## config.mk

```make
export PLATFORM = sky130hd
export DESIGN_NAME = vga_sprite_driver_flat
export DESIGN_NICKNAME = d
export VERILOG_FILES = /design/src/rtl/vga_pkg.sv /design/src/rtl/vga_sprite_driver_if.sv /design/src/rtl/vga_timing_gen.sv /design/src/rtl/vga_sprite_driver.sv /design/src/flat_wrapper.sv
export SDC_FILE = /design/constraint.sdc
export NUM_CORES = 1
export LEC_CHECK = 0
export CAP_MARGIN = 15
export CORE_ASPECT_RATIO = 1.5
export CORE_MARGIN = 2
export CORE_UTILIZATION = 58
export DETAILED_ROUTE_END_ITERATION = 10
export PLACE_DENSITY = 0.86
export SLEW_MARGIN = 30
export SYNTH_ARGS = -nofsm -noshare
export SYNTH_HDL_FRONTEND = slang
export SYNTH_SLANG_ARGS = --single-unit
export TNS_END_PERCENT = 1
```

## constraint.sdc

```tcl
create_clock -name clk -period 22.5 [get_ports clk]
set_input_delay 4.5 -clock clk [delete_from_list [all_inputs] [get_ports clk]]
set_output_delay 4.5 -clock clk [all_outputs]
set_load 0.005 [all_outputs]
```

## src/rtl/vga_pkg.sv

```systemverilog
// Shared constants and helpers for the VGA sprite driver: default timing,
// total-period derivation, coordinate width and per-object field access.
package vga_pkg;
    localparam int COORD_W = 10;
    localparam int SUM_W   = COORD_W + 1;
    localparam int MAX_OBJ = 16;

    localparam int DEF_CLK_DIV  = 2;
    localparam int DEF_H_ACTIVE = 640;
    localparam int DEF_H_FP     = 16;
    localparam int DEF_H_SYNC   = 96;
    localparam int DEF_H_BP     = 48;
    localparam int DEF_V_ACTIVE = 480;
    localparam int DEF_V_FP     = 10;
    localparam int DEF_V_SYNC   = 2;
    localparam int DEF_V_BP     = 33;
    localparam int DEF_SYNC_POL = 0;

    function automatic int h_total(input int act, input int fp, input int sync, input int bp);
        return act + fp + sync + bp;
    endfunction

    function automatic int v_total(input int act, input int fp, input int sync, input int bp);
        return act + fp + sync + bp;
    endfunction

    // Object i's coordinate field out of a flat {.., obj1, obj0} bus.
    function automatic logic [COORD_W-1:0] obj_field(input logic [MAX_OBJ*COORD_W-1:0] v,
                                                     input int i);
        return v[i*COORD_W +: COORD_W];
    endfunction

    // start <= pos < start+len, with the end computed one bit wider so it never wraps.
    function automatic logic span_hit(input logic [COORD_W-1:0] pos,
                                      input logic [COORD_W-1:0] start,
                                      input logic [COORD_W-1:0] len);
        logic [SUM_W-1:0] w_end;
        w_end = {1'b0, start} + {1'b0, len};
        return (pos >= start) && ({1'b0, pos} < w_end);
    endfunction
endpackage

```

## src/rtl/vga_sprite_driver_if.sv

```systemverilog
// Game-logic side object bus plus VGA pin/status outputs of the sprite driver.
interface vga_sprite_driver_if #(
    parameter int N_OBJ   = 3,
    parameter int COLOR_W = 4
);
    logic [N_OBJ*vga_pkg::COORD_W-1:0] obj_x;
    logic [N_OBJ*vga_pkg::COORD_W-1:0] obj_y;
    logic [N_OBJ*vga_pkg::COORD_W-1:0] obj_w;
    logic [N_OBJ*vga_pkg::COORD_W-1:0] obj_h;
    logic [N_OBJ*3*COLOR_W-1:0]        obj_rgb;
    logic [N_OBJ-1:0]                  obj_en;
    logic                              hsync;
    logic                              vsync;
    logic [COLOR_W-1:0]                r;
    logic [COLOR_W-1:0]                g;
    logic [COLOR_W-1:0]                b;
    logic [vga_pkg::COORD_W-1:0]       hpos;
    logic [vga_pkg::COORD_W-1:0]       vpos;
    logic                              active;
    logic                              frame_start;

    modport master (
        output obj_x, obj_y, obj_w, obj_h, obj_rgb, obj_en,
        input  hsync, vsync, r, g, b, hpos, vpos, active, frame_start
    );
    modport slave (
        input  obj_x, obj_y, obj_w, obj_h, obj_rgb, obj_en,
        output hsync, vsync, r, g, b, hpos, vpos, active, frame_start
    );
endinterface

```

## src/rtl/vga_timing_gen.sv

```systemverilog
// Pixel-enable divider and raster counters; produces undelayed active/sync,
// the end-of-visible-frame shadow load strobe and the frame_start pulse.
module vga_timing_gen
    import vga_pkg::*;
#(
    parameter int CLK_DIV  = DEF_CLK_DIV,
    parameter int H_ACTIVE = DEF_H_ACTIVE,
    parameter int H_FP     = DEF_H_FP,
    parameter int H_SYNC   = DEF_H_SYNC,
    parameter int H_BP     = DEF_H_BP,
    parameter int V_ACTIVE = DEF_V_ACTIVE,
    parameter int V_FP     = DEF_V_FP,
    parameter int V_SYNC   = DEF_V_SYNC,
    parameter int V_BP     = DEF_V_BP,
    parameter int SYNC_POL = DEF_SYNC_POL
) (
    input  logic               clk,
    input  logic               rst,
    output logic               o_pix_en,
    output logic [COORD_W-1:0] o_hcnt,
    output logic [COORD_W-1:0] o_vcnt,
    output logic               o_active,
    output logic               o_hsync,
    output logic               o_vsync,
    output logic               o_frame_start,
    output logic               o_shadow_ld
);
    localparam int DIV_W = (CLK_DIV > 1) ? $clog2(CLK_DIV) : 1;
    localparam logic [DIV_W-1:0]   DIV_LAST = DIV_W'(CLK_DIV - 1);
    localparam logic [COORD_W-1:0] H_LAST   = COORD_W'(h_total(H_ACTIVE, H_FP, H_SYNC, H_BP) - 1);
    localparam logic [COORD_W-1:0] V_LAST   = COORD_W'(v_total(V_ACTIVE, V_FP, V_SYNC, V_BP) - 1);
    localparam logic [COORD_W-1:0] H_VIS    = COORD_W'(H_ACTIVE);
    localparam logic [COORD_W-1:0] V_VIS    = COORD_W'(V_ACTIVE);
    localparam logic [COORD_W-1:0] V_VIS_M1 = COORD_W'(V_ACTIVE - 1);
    localparam logic [COORD_W-1:0] HS_BEG   = COORD_W'(H_ACTIVE + H_FP);
    localparam logic [COORD_W-1:0] HS_END   = COORD_W'(H_ACTIVE + H_FP + H_SYNC);
    localparam logic [COORD_W-1:0] VS_BEG   = COORD_W'(V_ACTIVE + V_FP);
    localparam logic [COORD_W-1:0] VS_END   = COORD_W'(V_ACTIVE + V_FP + V_SYNC);
    localparam logic               POL      = (SYNC_POL != 0);

    logic [DIV_W-1:0]   r_div;
    logic [COORD_W-1:0] r_hcnt;
    logic [COORD_W-1:0] r_vcnt;
    logic               r_frame_start;
    logic               w_pix_en;
    logic               w_h_end;
    logic               w_v_end;

    // With CLK_DIV=1 DIV_LAST is 0 and the divider never leaves 0, so pix_en stays high.
    assign w_pix_en = (r_div == DIV_LAST);
    assign w_h_end  = (r_hcnt == H_LAST);
    assign w_v_end  = (r_vcnt == V_LAST);

    always_ff @(posedge clk) begin
        if (!rst) begin
            r_div         <= '0;
            r_hcnt        <= '0;
            r_vcnt        <= '0;
            r_frame_start <= 1'b0;
        end else begin
            r_frame_start <= w_pix_en && w_h_end && w_v_end;
            r_div         <= w_pix_en ? '0 : r_div + 1'b1;
            if (w_pix_en) begin
                if (w_h_end) begin
                    r_hcnt <= '0;
                    r_vcnt <= w_v_end ? '0 : r_vcnt + 1'b1;
                end else begin
                    r_hcnt <= r_hcnt + 1'b1;
                end
            end
        end
    end

    assign o_pix_en      = w_pix_en;
    assign o_hcnt        = r_hcnt;
    assign o_vcnt        = r_vcnt;
    assign o_active      = (r_hcnt < H_VIS) && (r_vcnt < V_VIS);
    assign o_hsync       = ((r_hcnt >= HS_BEG) && (r_hcnt < HS_END)) ? POL : ~POL;
    assign o_vsync       = ((r_vcnt >= VS_BEG) && (r_vcnt < VS_END)) ? POL : ~POL;
    assign o_frame_start = r_frame_start;
    assign o_shadow_ld   = w_pix_en && w_h_end && (r_vcnt == V_VIS_M1);
endmodule

```

## src/rtl/vga_sprite_driver.sv

```systemverilog
// VGA driver rendering N_OBJ priority-ordered rectangles over a background,
// with object state shadow-latched once per frame to avoid tearing.
module vga_sprite_driver
    import vga_pkg::*;
#(
    parameter int CLK_DIV  = DEF_CLK_DIV,
    parameter int H_ACTIVE = DEF_H_ACTIVE,
    parameter int H_FP     = DEF_H_FP,
    parameter int H_SYNC   = DEF_H_SYNC,
    parameter int H_BP     = DEF_H_BP,
    parameter int V_ACTIVE = DEF_V_ACTIVE,
    parameter int V_FP     = DEF_V_FP,
    parameter int V_SYNC   = DEF_V_SYNC,
    parameter int V_BP     = DEF_V_BP,
    parameter int SYNC_POL = DEF_SYNC_POL,
    parameter int N_OBJ    = 3,
    parameter int COLOR_W  = 4,
    parameter logic [3*COLOR_W-1:0] BG_RGB = '0
) (
    input logic               clk,
    input logic               rst,
    vga_sprite_driver_if.slave bus
);
    localparam int   RGB_W = 3 * COLOR_W;
    localparam int   FW    = MAX_OBJ * COORD_W;
    localparam logic POL   = (SYNC_POL != 0);

    logic                          w_pix_en;
    logic [COORD_W-1:0]            w_hcnt;
    logic [COORD_W-1:0]            w_vcnt;
    logic                          w_active;
    logic                          w_hsync_raw;
    logic                          w_vsync_raw;
    logic                          w_frame_start;
    logic                          w_shadow_ld;
    logic [N_OBJ-1:0]              w_hit;
    logic [RGB_W-1:0]              w_pix;

    logic [N_OBJ-1:0][COORD_W-1:0] r_sx;
    logic [N_OBJ-1:0][COORD_W-1:0] r_sy;
    logic [N_OBJ-1:0][COORD_W-1:0] r_sw;
    logic [N_OBJ-1:0][COORD_W-1:0] r_sh;
    logic [N_OBJ-1:0][RGB_W-1:0]   r_srgb;
    logic [N_OBJ-1:0]              r_sen;
    logic [RGB_W-1:0]              r_rgb;
    logic                          r_hsync;
    logic                          r_vsync;

    vga_timing_gen #(
        .CLK_DIV (CLK_DIV),  .H_ACTIVE(H_ACTIVE), .H_FP(H_FP), .H_SYNC(H_SYNC), .H_BP(H_BP),
        .V_ACTIVE(V_ACTIVE), .V_FP(V_FP), .V_SYNC(V_SYNC), .V_BP(V_BP), .SYNC_POL(SYNC_POL)
    ) u_timing (
        .clk          (clk),
        .rst          (rst),
        .o_pix_en     (w_pix_en),
        .o_hcnt       (w_hcnt),
        .o_vcnt       (w_vcnt),
        .o_active     (w_active),
        .o_hsync      (w_hsync_raw),
        .o_vsync      (w_vsync_raw),
        .o_frame_start(w_frame_start),
        .o_shadow_ld  (w_shadow_ld)
    );

    // Only the enables need reset: a cleared enable masks whatever the data shadows hold.
    always_ff @(posedge clk) begin
        if (!rst)             r_sen <= '0;
        else if (w_shadow_ld) r_sen <= bus.obj_en;
    end

    always_ff @(posedge clk) begin
        if (w_shadow_ld) begin
            r_srgb <= bus.obj_rgb;
            for (int i = 0; i < N_OBJ; i++) begin
                r_sx[i] <= obj_field(FW'(bus.obj_x), i);
                r_sy[i] <= obj_field(FW'(bus.obj_y), i);
                r_sw[i] <= obj_field(FW'(bus.obj_w), i);
                r_sh[i] <= obj_field(FW'(bus.obj_h), i);
            end
        end
    end

    for (genvar gi = 0; gi < N_OBJ; gi++) begin : g_hit
        assign w_hit[gi] = r_sen[gi] && span_hit(w_hcnt, r_sx[gi], r_sw[gi])
                                     && span_hit(w_vcnt, r_sy[gi], r_sh[gi]);
    end

    // Scan from the top index down so the lowest hitting index is the last write.
    always_comb begin
        w_pix = BG_RGB;
        for (int i = N_OBJ - 1; i >= 0; i--) begin
            if (w_hit[i]) w_pix = r_srgb[i];
        end
        if (!w_active) w_pix = '0;
    end

    always_ff @(posedge clk) begin
        if (!rst) begin
            r_rgb   <= '0;
            r_hsync <= ~POL;
            r_vsync <= ~POL;
        end else if (w_pix_en) begin
            r_rgb   <= w_pix;
            r_hsync <= w_hsync_raw;
            r_vsync <= w_vsync_raw;
        end
    end

    assign bus.r           = r_rgb[RGB_W-1 -: COLOR_W];
    assign bus.g           = r_rgb[2*COLOR_W-1 -: COLOR_W];
    assign bus.b           = r_rgb[COLOR_W-1:0];
    assign bus.hsync       = r_hsync;
    assign bus.vsync       = r_vsync;
    assign bus.hpos        = w_hcnt;
    assign bus.vpos        = w_vcnt;
    assign bus.active      = w_active;
    assign bus.frame_start = w_frame_start;
endmodule

```

## src/flat_wrapper.sv

```systemverilog
// flat-port wrapper written by rule: the top's interface ports become plain ports
module vga_sprite_driver_flat import vga_pkg::*;
#(
    parameter int CLK_DIV  = DEF_CLK_DIV,
    parameter int H_ACTIVE = DEF_H_ACTIVE,
    parameter int H_FP     = DEF_H_FP,
    parameter int H_SYNC   = DEF_H_SYNC,
    parameter int H_BP     = DEF_H_BP,
    parameter int V_ACTIVE = DEF_V_ACTIVE,
    parameter int V_FP     = DEF_V_FP,
    parameter int V_SYNC   = DEF_V_SYNC,
    parameter int V_BP     = DEF_V_BP,
    parameter int SYNC_POL = DEF_SYNC_POL,
    parameter int N_OBJ    = 3,
    parameter int COLOR_W  = 4,
    parameter logic [3*COLOR_W-1:0] BG_RGB = '0
)
  (clk, rst, bus_obj_x, bus_obj_y, bus_obj_w, bus_obj_h, bus_obj_rgb, bus_obj_en, bus_hsync, bus_vsync, bus_r, bus_g, bus_b, bus_hpos, bus_vpos, bus_active, bus_frame_start);
  vga_sprite_driver_if #(.N_OBJ(N_OBJ), .COLOR_W(COLOR_W)) bus_i ();
  input logic clk;
  input logic rst;
  input wire logic [$bits(bus_i.obj_x)-1:0] bus_obj_x;
  input wire logic [$bits(bus_i.obj_y)-1:0] bus_obj_y;
  input wire logic [$bits(bus_i.obj_w)-1:0] bus_obj_w;
  input wire logic [$bits(bus_i.obj_h)-1:0] bus_obj_h;
  input wire logic [$bits(bus_i.obj_rgb)-1:0] bus_obj_rgb;
  input wire logic [$bits(bus_i.obj_en)-1:0] bus_obj_en;
  output wire logic [$bits(bus_i.hsync)-1:0] bus_hsync;
  output wire logic [$bits(bus_i.vsync)-1:0] bus_vsync;
  output wire logic [$bits(bus_i.r)-1:0] bus_r;
  output wire logic [$bits(bus_i.g)-1:0] bus_g;
  output wire logic [$bits(bus_i.b)-1:0] bus_b;
  output wire logic [$bits(bus_i.hpos)-1:0] bus_hpos;
  output wire logic [$bits(bus_i.vpos)-1:0] bus_vpos;
  output wire logic [$bits(bus_i.active)-1:0] bus_active;
  output wire logic [$bits(bus_i.frame_start)-1:0] bus_frame_start;
  assign bus_i.obj_x = bus_obj_x;
  assign bus_i.obj_y = bus_obj_y;
  assign bus_i.obj_w = bus_obj_w;
  assign bus_i.obj_h = bus_obj_h;
  assign bus_i.obj_rgb = bus_obj_rgb;
  assign bus_i.obj_en = bus_obj_en;
  assign bus_hsync = bus_i.hsync;
  assign bus_vsync = bus_i.vsync;
  assign bus_r = bus_i.r;
  assign bus_g = bus_i.g;
  assign bus_b = bus_i.b;
  assign bus_hpos = bus_i.hpos;
  assign bus_vpos = bus_i.vpos;
  assign bus_active = bus_i.active;
  assign bus_frame_start = bus_i.frame_start;
  vga_sprite_driver #(.CLK_DIV(CLK_DIV), .H_ACTIVE(H_ACTIVE), .H_FP(H_FP), .H_SYNC(H_SYNC), .H_BP(H_BP), .V_ACTIVE(V_ACTIVE), .V_FP(V_FP), .V_SYNC(V_SYNC), .V_BP(V_BP), .SYNC_POL(SYNC_POL), .N_OBJ(N_OBJ), .COLOR_W(COLOR_W), .BG_RGB(BG_RGB)) u_core (.clk(clk), .rst(rst), .bus(bus_i));
endmodule
```

==> impl_metrics.py, run 1 <==
metrics = {
    "power": {
        "clockPowerShare": 0.421,
        "pwr-share-seq": 0.531,
        "ir_drop_mv": 0.0676,
        "p_sw_frac": 0.208,
        "power_frac_comb": 0.048,
        "power_switching_mw": 0.152,
        "leakagePower_nw": 5.90,
        "p_int_mw": 0.582,
        "pwr_density_cell_nw_per_um2": 51.4,
    },
    "layout": {
        "antenna_cells": 0,
        "area.growth.synth_to_final_pct": 25.5,
        "fin_nets": 1539,
        "drive_gt1_frac": 0.0423,
        "finalNonFillerCells": 1463,
    },
    "global_routing": {
        "grt_usage": 0.254,
        "grt_max_degree": 87,
        "grt_pass1_vias": 8717,
        "grt_busiest_layer": "met2",
        "grt_pass1_wl_um": 41100,
        "use_met2": 0.471,
        "use_met1": 0.267,
        "antenna_found_initial": 0,
        "overflow": 0,
        "use_met3": 0.0506,
    },
    "critical_path": {
        "path_cells": "nand2_1 -> nor2_1 -> nor3_1 -> clkdlybuf4s50_1",
        "crit_path_max_incr_delay_ns": 0.61,
        "crit_type": "flop to output port",
        "startpoint_type": "flop",
        "worst-endpoint-arrival_ns": 2.27,
        "critPathMaxFanout": 13,
        "crit_family": "simple AND/OR/NAND/NOR gates",
        "crit_required_ns": 18.00,
        "critPathSlowestCell": "clkdlybuf4s50_1",
        "cp-end-kind": "output port",
        "path_buf_inv": 1,
    },
    "synth": {
        "synth_seq_cells": 195,
        "syn_inst": 982,
        "synth_common_cells": "178 x ha_1, 156 x edfxtp_1, 94 x inv_1",
        "postSynthAreaPerCell_um2": 11.6,
        "yosysWarnings": 0,
        "synth-main-ff-cell": "edfxtp_1",
        "synth_edf_count": 156,
        "syn_nets": 1327,
        "synth.distinct_cells": 65,
        "syn_area_um2": 11400,
        "yosys-top-cells-area": "edfxtp_1 41%, ha_1 20%, dfxtp_1 6.9%",
        "yosysMostFrequentCell": "ha_1",
        "synth_largest_area_cell": "edfxtp_1",
        "yosysSeqAreaShare": 0.480,
        "yosysTopAreaCellShare": 0.412,
        "async_flop_share": 0,
    },
    "status": {
        "status": "completed",
    },
    "cts": {
        "cts_root_buffer": "clkbuf_16",
        "cts_sinks": 195,
        "postCtsSetupRepairBufs": 0,
        "cts_max_path_buffers": 2,
        "clk-insertion-delay-late_ns": 0.45,
        "h-tree-depth": 4,
        "post_cts_resized": 0,
        "cts_inserted_buffers": 17,
        "cts.hold.buffers_added": 0,
        "cts_tree": "yes",
        "path_clk_slew_ns": 0.07,
    },
    "route": {
        "firstDrtPassIters": 5,
        "viasPerCell": 5.77,
        "drcViolationCount": 0,
        "final_antenna_net_count": 0,
        "totalWireLength_um": 26100,
        "wl_per_cell_um": 17.8,
        "first_iter_violations": 451,
        "vias": 8448,
    },
    "placement": {
        "io_buffers": 196,
        "dp_worst_setup_slack_ns": 16.00,
        "post-place-cells": 1430,
        "finalWeightedCongestion": 0.936,
        "dp_hpwl_um": 19900,
    },
    "sta": {
        "drv_slew": 0,
        "setup_tns_ns": 0,
        "rsz0062_at_grt": "false",
        "finalCriticalPeriod_ns": 6.77,
        "post-route-period-util": 0.301,
        "tightest_slew_ns": 0.901,
        "setup_slack_ns": 15.73,
        "relSlewSlack": 0.397,
        "report.final.hold_viol_count": 0,
        "setup_viol": 0,
        "skew_ns": 0.00926,
        "fmax_ghz": 0.148,
    },
    "job": {
        "maxCapViolCount": 0,
    },
    "floorplan": {
        "core-area_um2": 19200,
        "start_util": 0.594,
        "die_area_um2": 20800,
        "rows": 62,
        "die_h_um": 176,
        "ios": 197,
        "dieWidth_um": 118,
    },
    "min_path": {
        "hold_class": "flop to flop",
    },
}
## stage by stage
step / power, mW / cell area (um2) / hold slack (ns) / util
global placement: 0.433 / 13700 / 0.443 / 0.713
detailed placement: 0.433 / 13700 / 0.452 / 0.713
floorplan: 0.403 / 11400 / 0.442 / -
finish: 0.735 / 14300 / 0.467 / 0.745
global route: 0.753 / 14300 / 0.492 / 0.745
CTS: 0.739 / 14300 / 0.468 / 0.744
## sequential cells by signal, indices dropped and copies added, names as in the netlist
register / cells
u_core.r_rgb: 12
u_core.bus.hsync: 1
u_core.r_sx: 30
u_core.r_sw: 30
u_core.r_sy: 30
u_core.u_timing.o_pix_en: 1
u_core.r_sh: 30
u_core.r_srgb: 36
u_core.r_sen: 3
u_core.u_timing.o_frame_start: 1
u_core.u_timing.o_hcnt: 10
u_core.u_timing.o_vcnt: 10
u_core.bus.vsync: 1
## cells by family after synthesis
kind of cell	after synthesis	share of synthesized area
flip-flops	195	0.480
adder cells (fa/ha/maj)	184	0.206
AO/OA/AOI/OAI	222	0.129
XOR/XNOR	58	0.0446
buffers and inverters	103	0.0352
AND/OR/NAND/NOR	203	0.0895
multiplexers	17	0.0150
## worst min-delay path, delay by kind of cell, from the launching register on
kind	cells	cell delay [ns]
and+or+nand+nor	1	0.05
AOI/OAI and AO/OA	1	0.05
DFF	1	0.33
## cells in the final DEF (no fill, tap or decap), types with 18 or more instances in the layout
cell             instances
dfxtp_1                 39
o21ai_0                 50
xnor2_1                 24
a21o_1                  24
nor3_1                  20
a21oi_1                 61
inv_1                   94
nand3_1                 18
nand2_1                 45
xor2_1                  34
nor2_1                  52
ha_1                   178
clkdlybuf4s50_1        196
edfxtp_1               156
## routing by layer
metal  part of all wire  vias to the layer above
li1                   -                     4093
met1               0.37                     4023
met2               0.54                      247
met3              0.048                       85
met4              0.043                        0
met5                  0                        -
## area by class of cell
class | instances | area, um2
tap | 256 | 320
sequential | 195 | 5470
timing repair buffer | 201 | 2010
fill | 1276 | 4880
inverter | 95 | 357
multi-input combinational | 684 | 5540
clock inverter | 15 | 169
clock buffer | 17 | 425
## worst paths after layout
kind / slack [ns] / to / startpoint / depth (start not counted)
worst min-delay path: 0.47 / u_core.r_rgb[10] / u_core.r_rgb[10] / 2
worst max register to register: 18.04 / u_core.r_rgb[3] / u_core.r_sw[11] / 17
worst max-delay path: 15.73 / bus_active / u_core.u_timing.o_vcnt[5] / 4
worst min register to register: 0.47 / u_core.r_rgb[10] / u_core.r_rgb[10] / 2
## power by group through the flow
stage | sequential (mW) | combinational [mW] | clock [mW]
floorplan | 0.398 | 0.00500 | 0
global placement | 0.398 | 0.0345 | 0
detailed placement | 0.398 | 0.0351 | 0
CTS | 0.390 | 0.0355 | 0.313
global route | 0.390 | 0.0377 | 0.326
finish | 0.390 | 0.0353 | 0.309
Note: power is estimated with default switching activity, not from simulation.
==> inputs of run 2 (changes only) <==
--- a/config.mk
+++ b/config.mk
@@ -8,9 +8,9 @@
 export CAP_MARGIN = 15
 export CORE_ASPECT_RATIO = 1.5
 export CORE_MARGIN = 2
-export CORE_UTILIZATION = 58
+export CORE_UTILIZATION = 54
 export DETAILED_ROUTE_END_ITERATION = 10
-export PLACE_DENSITY = 0.86
+export PLACE_DENSITY = 0.81
 export SLEW_MARGIN = 30
 export SYNTH_ARGS = -nofsm -noshare
 export SYNTH_HDL_FRONTEND = slang
==> constraint.sdc (replaced) <==
create_clock -name clk -period 6.7 [get_ports clk]
set_input_delay 1.34 -clock clk [delete_from_list [all_inputs] [get_ports clk]]
set_output_delay 1.34 -clock clk [all_outputs]
set_load 0.005 [all_outputs]
==> impl_metrics.py, run 2 (synthesis results as in run 1) <==
metrics = {
    "global_routing": {
        "grt_usage": 0.246,
        "overflow": 0,
        "grt_pass1_vias": 8625,
        "grt_pass1_wl_um": 41700,
        "antenna_found_initial": 0,
        "grt_max_degree": 91,
    },
    "placement": {
        "finalWeightedCongestion": 0.901,
        "dp_hpwl_um": 20300,
        "io_buffers": 196,
        "post-place-cells": 1442,
    },
    "floorplan": {
        "die_area_um2": 22300,
        "rows": 65,
        "die_h_um": 182,
        "start_util": 0.544,
        "core-area_um2": 20900,
        "ios": 197,
        "dieWidth_um": 123,
    },
    "cts": {
        "cts_inserted_buffers": 17,
        "h-tree-depth": 4,
        "cts_root_buffer": "clkbuf_16",
        "cts_sinks": 195,
        "cts.hold.buffers_added": 0,
        "post_cts_resized": 0,
        "cts_max_path_buffers": 2,
        "postCtsSetupRepairBufs": 0,
        "cts_tree": "yes",
        "path_clk_slew_ns": 0.07,
        "clk-insertion-delay-late_ns": 0.45,
    },
    "critical_path": {
        "crit_family": "compound AO/OA/AOI/OAI gates",
        "crit_type": "flop to flop",
        "crit_path_max_incr_delay_ns": 0.71,
        "r2r_slack_ns": 2.31,
        "r2r-end": "u_core.r_rgb[8]",
        "critPathSlowestCell": "o41ai_1",
        "worst-endpoint-arrival_ns": 4.76,
        "crit_required_ns": 7.07,
        "r2r_start": "u_core.r_sy[20]",
        "crit_top_cell": "ha_1",
        "startpoint_type": "flop",
        "path_buf_inv": 0,
        "path_cells": "ha_1 -> fa_1 -> a211oi_1 -> o21ai_0 -> o2111ai_1 -> nand2b_1 -> xnor2_1 -> ha_1 -> a21oi_1 -> o22ai_1 -> o41ai_1 -> o32ai_2 -> nor3_1 -> mux2i_1 -> o211ai_1",
        "cp-end-kind": "flop",
        "r2r_cells": 15,
        "critPathMaxFanout": 12,
    },
    "power": {
        "power_frac_comb": 0.049,
        "leakagePower_nw": 5.89,
        "power_switching_mw": 0.504,
        "power_mw": 2.43,
        "ir_drop_mv": 0.159,
        "pwr_density_cell_nw_per_um2": 170,
        "p_int_mw": 1.92,
        "clockPowerShare": 0.411,
        "pwr-share-seq": 0.540,
        "p_sw_frac": 0.208,
    },
    "route": {
        "firstDrtPassIters": 7,
        "wl_per_cell_um": 18.2,
        "drcViolationCount": 0,
        "totalWireLength_um": 26800,
        "final_antenna_net_count": 0,
        "first_iter_violations": 376,
        "viasPerCell": 5.65,
        "vias": 8333,
    },
    "layout": {
        "drive_gt1_frac": 0.0398,
        "area.growth.synth_to_final_pct": 25.3,
        "antenna_cells": 0,
        "layout.cells.most_common": "clkdlybuf4s50_1",
        "regMostFlops": "u_core.r_srgb",
        "fin_nets": 1538,
        "finalNonFillerCells": 1474,
        "largest_register_ffs": 36,
        "final_cell_mix": "196 x clkdlybuf4s50_1, 178 x ha_1, 156 x edfxtp_1, 94 x inv_1, 61 x a21oi_1",
    },
    "sta": {
        "drv_slew": 0,
        "fmax_ghz": 0.228,
        "skew_ns": 0.0111,
        "relSlewSlack": 0.329,
        "report.final.hold_viol_count": 0,
        "tightest_slew_ns": 1.00,
        "finalCriticalPeriod_ns": 4.39,
        "post-route-period-util": 0.655,
        "setup_tns_ns": 0,
        "rsz0062_at_grt": "false",
        "setup_viol": 0,
    },
    "min_path": {
        "hold_class": "flop to flop",
        "worstHoldStart": "u_core.r_rgb[3]",
        "holdPathStages": 2,
        "whs_endpoint": "u_core.r_rgb[3]",
    },
    "job": {
        "maxCapViolCount": 0,
    },
    "status": {
        "status": "completed",
    },
}
run 2: metrics by stage:
stage          setup WS, ns  cell area (um2)  utilization  hold WS, ns
6_report               2.31            14300        0.682        0.473
5_1_grt                2.02            14300        0.682        0.500
4_1_cts                2.28            14300        0.682        0.474
3_5_place_dp           2.42            13700        0.655        0.461
3_3_place_gp           2.50            13700        0.655        0.445
2_1_floorplan          1.11            11400            -        0.442
run 2: worst reg2reg max path, cell delays in order (launching register included):
cell       delay, ns
edfxtp_1        0.40
ha_1            0.23
fa_1            0.43
a211oi_1        0.39
o21ai_0         0.17
o2111ai_1       0.14
nand2b_1        0.11
xnor2_1         0.19
ha_1            0.28
a21oi_1         0.17
o22ai_1         0.10
o41ai_1         0.71
o32ai_2         0.40
nor3_1          0.30
mux2i_1         0.13
o211ai_1        0.16
run 2: final cells by class:
class                           instances  area, um2
Clock inverter                         10       86.3
Fill cell                            1537       6640
Tap cell                              268        335
Sequential cell                       195       5470
Clock buffer                           22        487
Inverter                               95        357
Timing Repair Buffer                  200       2000
Multi-Input combinational cell        684       5530
run 2: power by group through the flow:
stage | Sequential, mW | Combinational [mW] | Clock (mW)
3_5_place_dp | 1.34 | 0.119 | 0
4_1_cts | 1.31 | 0.121 | 1.02
2_1_floorplan | 1.34 | 0.0168 | 0
6_report | 1.31 | 0.119 | 0.999
5_1_grt | 1.31 | 0.128 | 1.07
3_3_place_gp | 1.34 | 0.118 | 0
run 2: worst max-delay path by stage:
stage	end	from	cells after the start	slack, ns
2_1_floorplan	u_core.r_sh[0]	u_core.u_timing.o_hcnt[1]	5	1.11
3_3_place_gp	u_core.r_rgb[10]	u_core.r_sx[0]	16	2.50
3_5_place_dp	u_core.r_rgb[8]	u_core.r_sy[20]	15	2.42
4_1_cts	u_core.r_rgb[8]	u_core.r_sy[20]	15	2.28
5_1_grt	u_core.r_rgb[8]	u_core.r_sy[20]	15	2.02
6_report	u_core.r_rgb[8]	u_core.r_sy[20]	15	2.31
run 2: metal layers:
layer / vias up / track usage / wire length, um
li1: 4080 / - / -
met5: - / 0 / 0
met4: 0 / 0.105 / 929
met3: 57 / 0.0389 / 1100
met2: 235 / 0.466 / 14600
met1: 3961 / 0.262 / 10100
==> inputs of run 3 (changes only) <==
==> constraint.sdc (replaced) <==
create_clock -name clk -period 4.1 [get_ports clk]
set_input_delay 0.82 -clock clk [delete_from_list [all_inputs] [get_ports clk]]
set_output_delay 0.82 -clock clk [all_outputs]
set_load 0.005 [all_outputs]
==> impl_metrics.py, run 3 (synthesis results as in run 1) <==
metrics = {
    "critical_path": {
        "crit_type": "flop to flop",
        "critPathMaxFanout": 6,
        "crit_path_max_incr_delay_ns": 0.46,
        "worst-endpoint-arrival_ns": 4.23,
        "cp-end-kind": "flop",
        "r2r_cells": 18,
        "r2r_start": "u_core.r_sx[11]",
        "path_buf_inv": 2,
        "worst-path-stages": 18,
        "startpoint_type": "flop",
        "path_cells": "ha_1 -> a21o_1 -> a21oi_2 -> o21bai_1 -> a21oi_2 -> o21ai_1 -> a21o_1 -> a21oi_2 -> xor2_1 -> ha_1 -> and3_1 -> a221oi_2 -> a2111oi_4 -> a311oi_4 -> buf_6 -> buf_12 -> mux2i_1 -> o221ai_1",
        "r2r-end": "u_core.r_rgb[3]",
        "r2r_slack_ns": 0.19,
        "critPathSlowestCell": "edfxtp_1",
        "crit_top_cell": "a21oi_2",
        "crit_family": "compound AO/OA/AOI/OAI gates",
        "crit_required_ns": 4.42,
    },
    "route": {
        "vias": 8358,
        "drcViolationCount": 0,
        "firstDrtPassIters": 5,
        "first_iter_violations": 431,
        "wl_per_cell_um": 18.0,
        "final_antenna_net_count": 0,
        "totalWireLength_um": 26700,
        "viasPerCell": 5.64,
    },
    "layout": {
        "final_area_um2": 14500,
        "regMostFlops": "u_core.r_srgb",
        "seqCellArea_um2": 5470,
        "multi_input_comb_area_um2": 5690,
        "final_cell_mix": "196 x clkdlybuf4s50_1, 177 x ha_1, 156 x edfxtp_1, 94 x inv_1, 57 x a21oi_1",
        "postLayoutCoreUtil": 0.694,
        "drive_gt1_frac": 0.0643,
        "layout.cells.most_common": "clkdlybuf4s50_1",
        "fillers": 1559,
        "largest_register_ffs": 36,
        "area.growth.synth_to_final_pct": 27.5,
        "fin_nets": 1545,
    },
    "global_routing": {
        "grt_usage": 0.240,
        "antenna_found_initial": 1,
        "grt_max_degree": 83,
        "grt_pass1_wl_um": 41100,
        "grt_pass1_vias": 8578,
        "overflow": 0,
    },
    "placement": {
        "dp_worst_setup_slack_ns": 0.0534,
        "dp_hpwl_um": 20000,
        "dpl_cell_area_um2": 13800,
        "finalWeightedCongestion": 0.861,
        "io_buffers": 196,
    },
    "cts": {
        "cts_root_buffer": "clkbuf_16",
        "cts_sinks": 195,
        "path_clk_slew_ns": 0.07,
        "cts_max_path_buffers": 2,
        "cts_inserted_buffers": 17,
        "h-tree-depth": 4,
        "clk-insertion-delay-late_ns": 0.45,
        "cts_tree": "yes",
    },
    "sta": {
        "drv_slew": 0,
        "post-route-period-util": 0.953,
        "tightest_slew_ns": 0.963,
        "report.final.hold_viol_count": 0,
        "skew_ns": 0.0108,
        "setup_viol": 0,
        "hold_slack_ns": 0.458,
        "finalCriticalPeriod_ns": 3.91,
        "relSlewSlack": 0.353,
        "setup_slack_ns": 0.193,
        "fmax_ghz": 0.256,
    },
    "power": {
        "pwr_density_cell_nw_per_um2": 273,
        "ir_drop_mv": 0.289,
        "leakagePower_nw": 5.94,
        "power_mw": 3.96,
    },
    "min_path": {
        "holdPathStages": 2,
        "worstHoldStart": "u_core.bus.hsync",
        "hold_class": "flop to flop",
        "whs_endpoint": "u_core.bus.hsync",
    },
    "floorplan": {
        "ios": 197,
        "die_h_um": 182,
        "rows": 65,
        "die_area_um2": 22300,
        "core-area_um2": 20900,
        "dieWidth_um": 123,
        "start_util": 0.544,
    },
    "status": {
        "status": "completed",
    },
    "job": {
        "maxCapViolCount": 0,
    },
}
run 3: cell count changes in the layout (fill, tap and decap cells not counted), moves of 4 or more:
| cell | change |
|---|---|
| a21oi_2 | +4 |
| a21oi_1 | -4 |
| a211oi_2 | +4 |
| a211oi_1 | -4 |
run 3: what timing repair did:
| item | in CTS | in global routing |
|---|---|---|
| hold buffers | 0 | 0 |
| pin swaps | 0 | 4 |
| gates resized for setup | 1 | 22 |
| endpoints found under the setup margin | 1 | 12 |
| gates cloned | 0 | 2 |
| setup buffers | 0 | 1 |
run 3: final cells by class:
cell class,count,share of cell area
inverter,95,0.0246
clock inverter,15,0.00983
timing repair buffer,206,0.144
sequential,195,0.377
tap,268,0.0231
clock buffer,17,0.0293
multi-input combinational,685,0.392
antenna,1,0.000172
run 3: through the flow:
| stage | std cells | TNS, ns |
|---|---|---|
| 4_1_cts | 1478 | 0 |
| 3_5_place_dp | 1446 | 0 |
| 6_report | 1482 | 0 |
| 3_3_place_gp | 1446 | 0 |
| 5_1_grt | 1482 | -0.223 |
| 2_1_floorplan | 982 | -173.47 |
run 3: routing by layer:
layer / GRT usage / up-vias / wire (um) / part of all wire
li1: - / 4100 / - / -
met1: 0.262 / 3998 / 10200 / 0.38
met2: 0.440 / 205 / 14500 / 0.54
met3: 0.0377 / 55 / 996 / 0.037
met4: 0.116 / 0 / 998 / 0.037
met5: 0 / - / 0 / 0
run 3: worst max-delay path by stage:
stage,endpoint,startpoint
floorplan,u_core.r_sh[0],u_core.u_timing.o_hcnt[1]
global placement,u_core.r_rgb[10],u_core.r_sx[0]
detailed placement,u_core.r_rgb[9],u_core.r_sy[20]
CTS,u_core.r_rgb[9],u_core.r_sw[11]
global route,u_core.r_rgb[9],u_core.r_sx[0]
finish,u_core.r_rgb[3],u_core.r_sx[11]
run 3: power by group:
| group | switching (mW) | internal (mW) | leakage [nW] |
|---|---|---|---|
| clock network | 0.815 | 0.807 | 0.275 |
| registers | 0.00771 | 2.13 | 1.72 |
| logic | 0.0517 | 0.149 | 3.95 |
run 3: worst min-delay path: stages (launching register included):
cell and delay, ns:
dfxtp_1 0.31, inv_1 0.05, a21oi_1 0.05
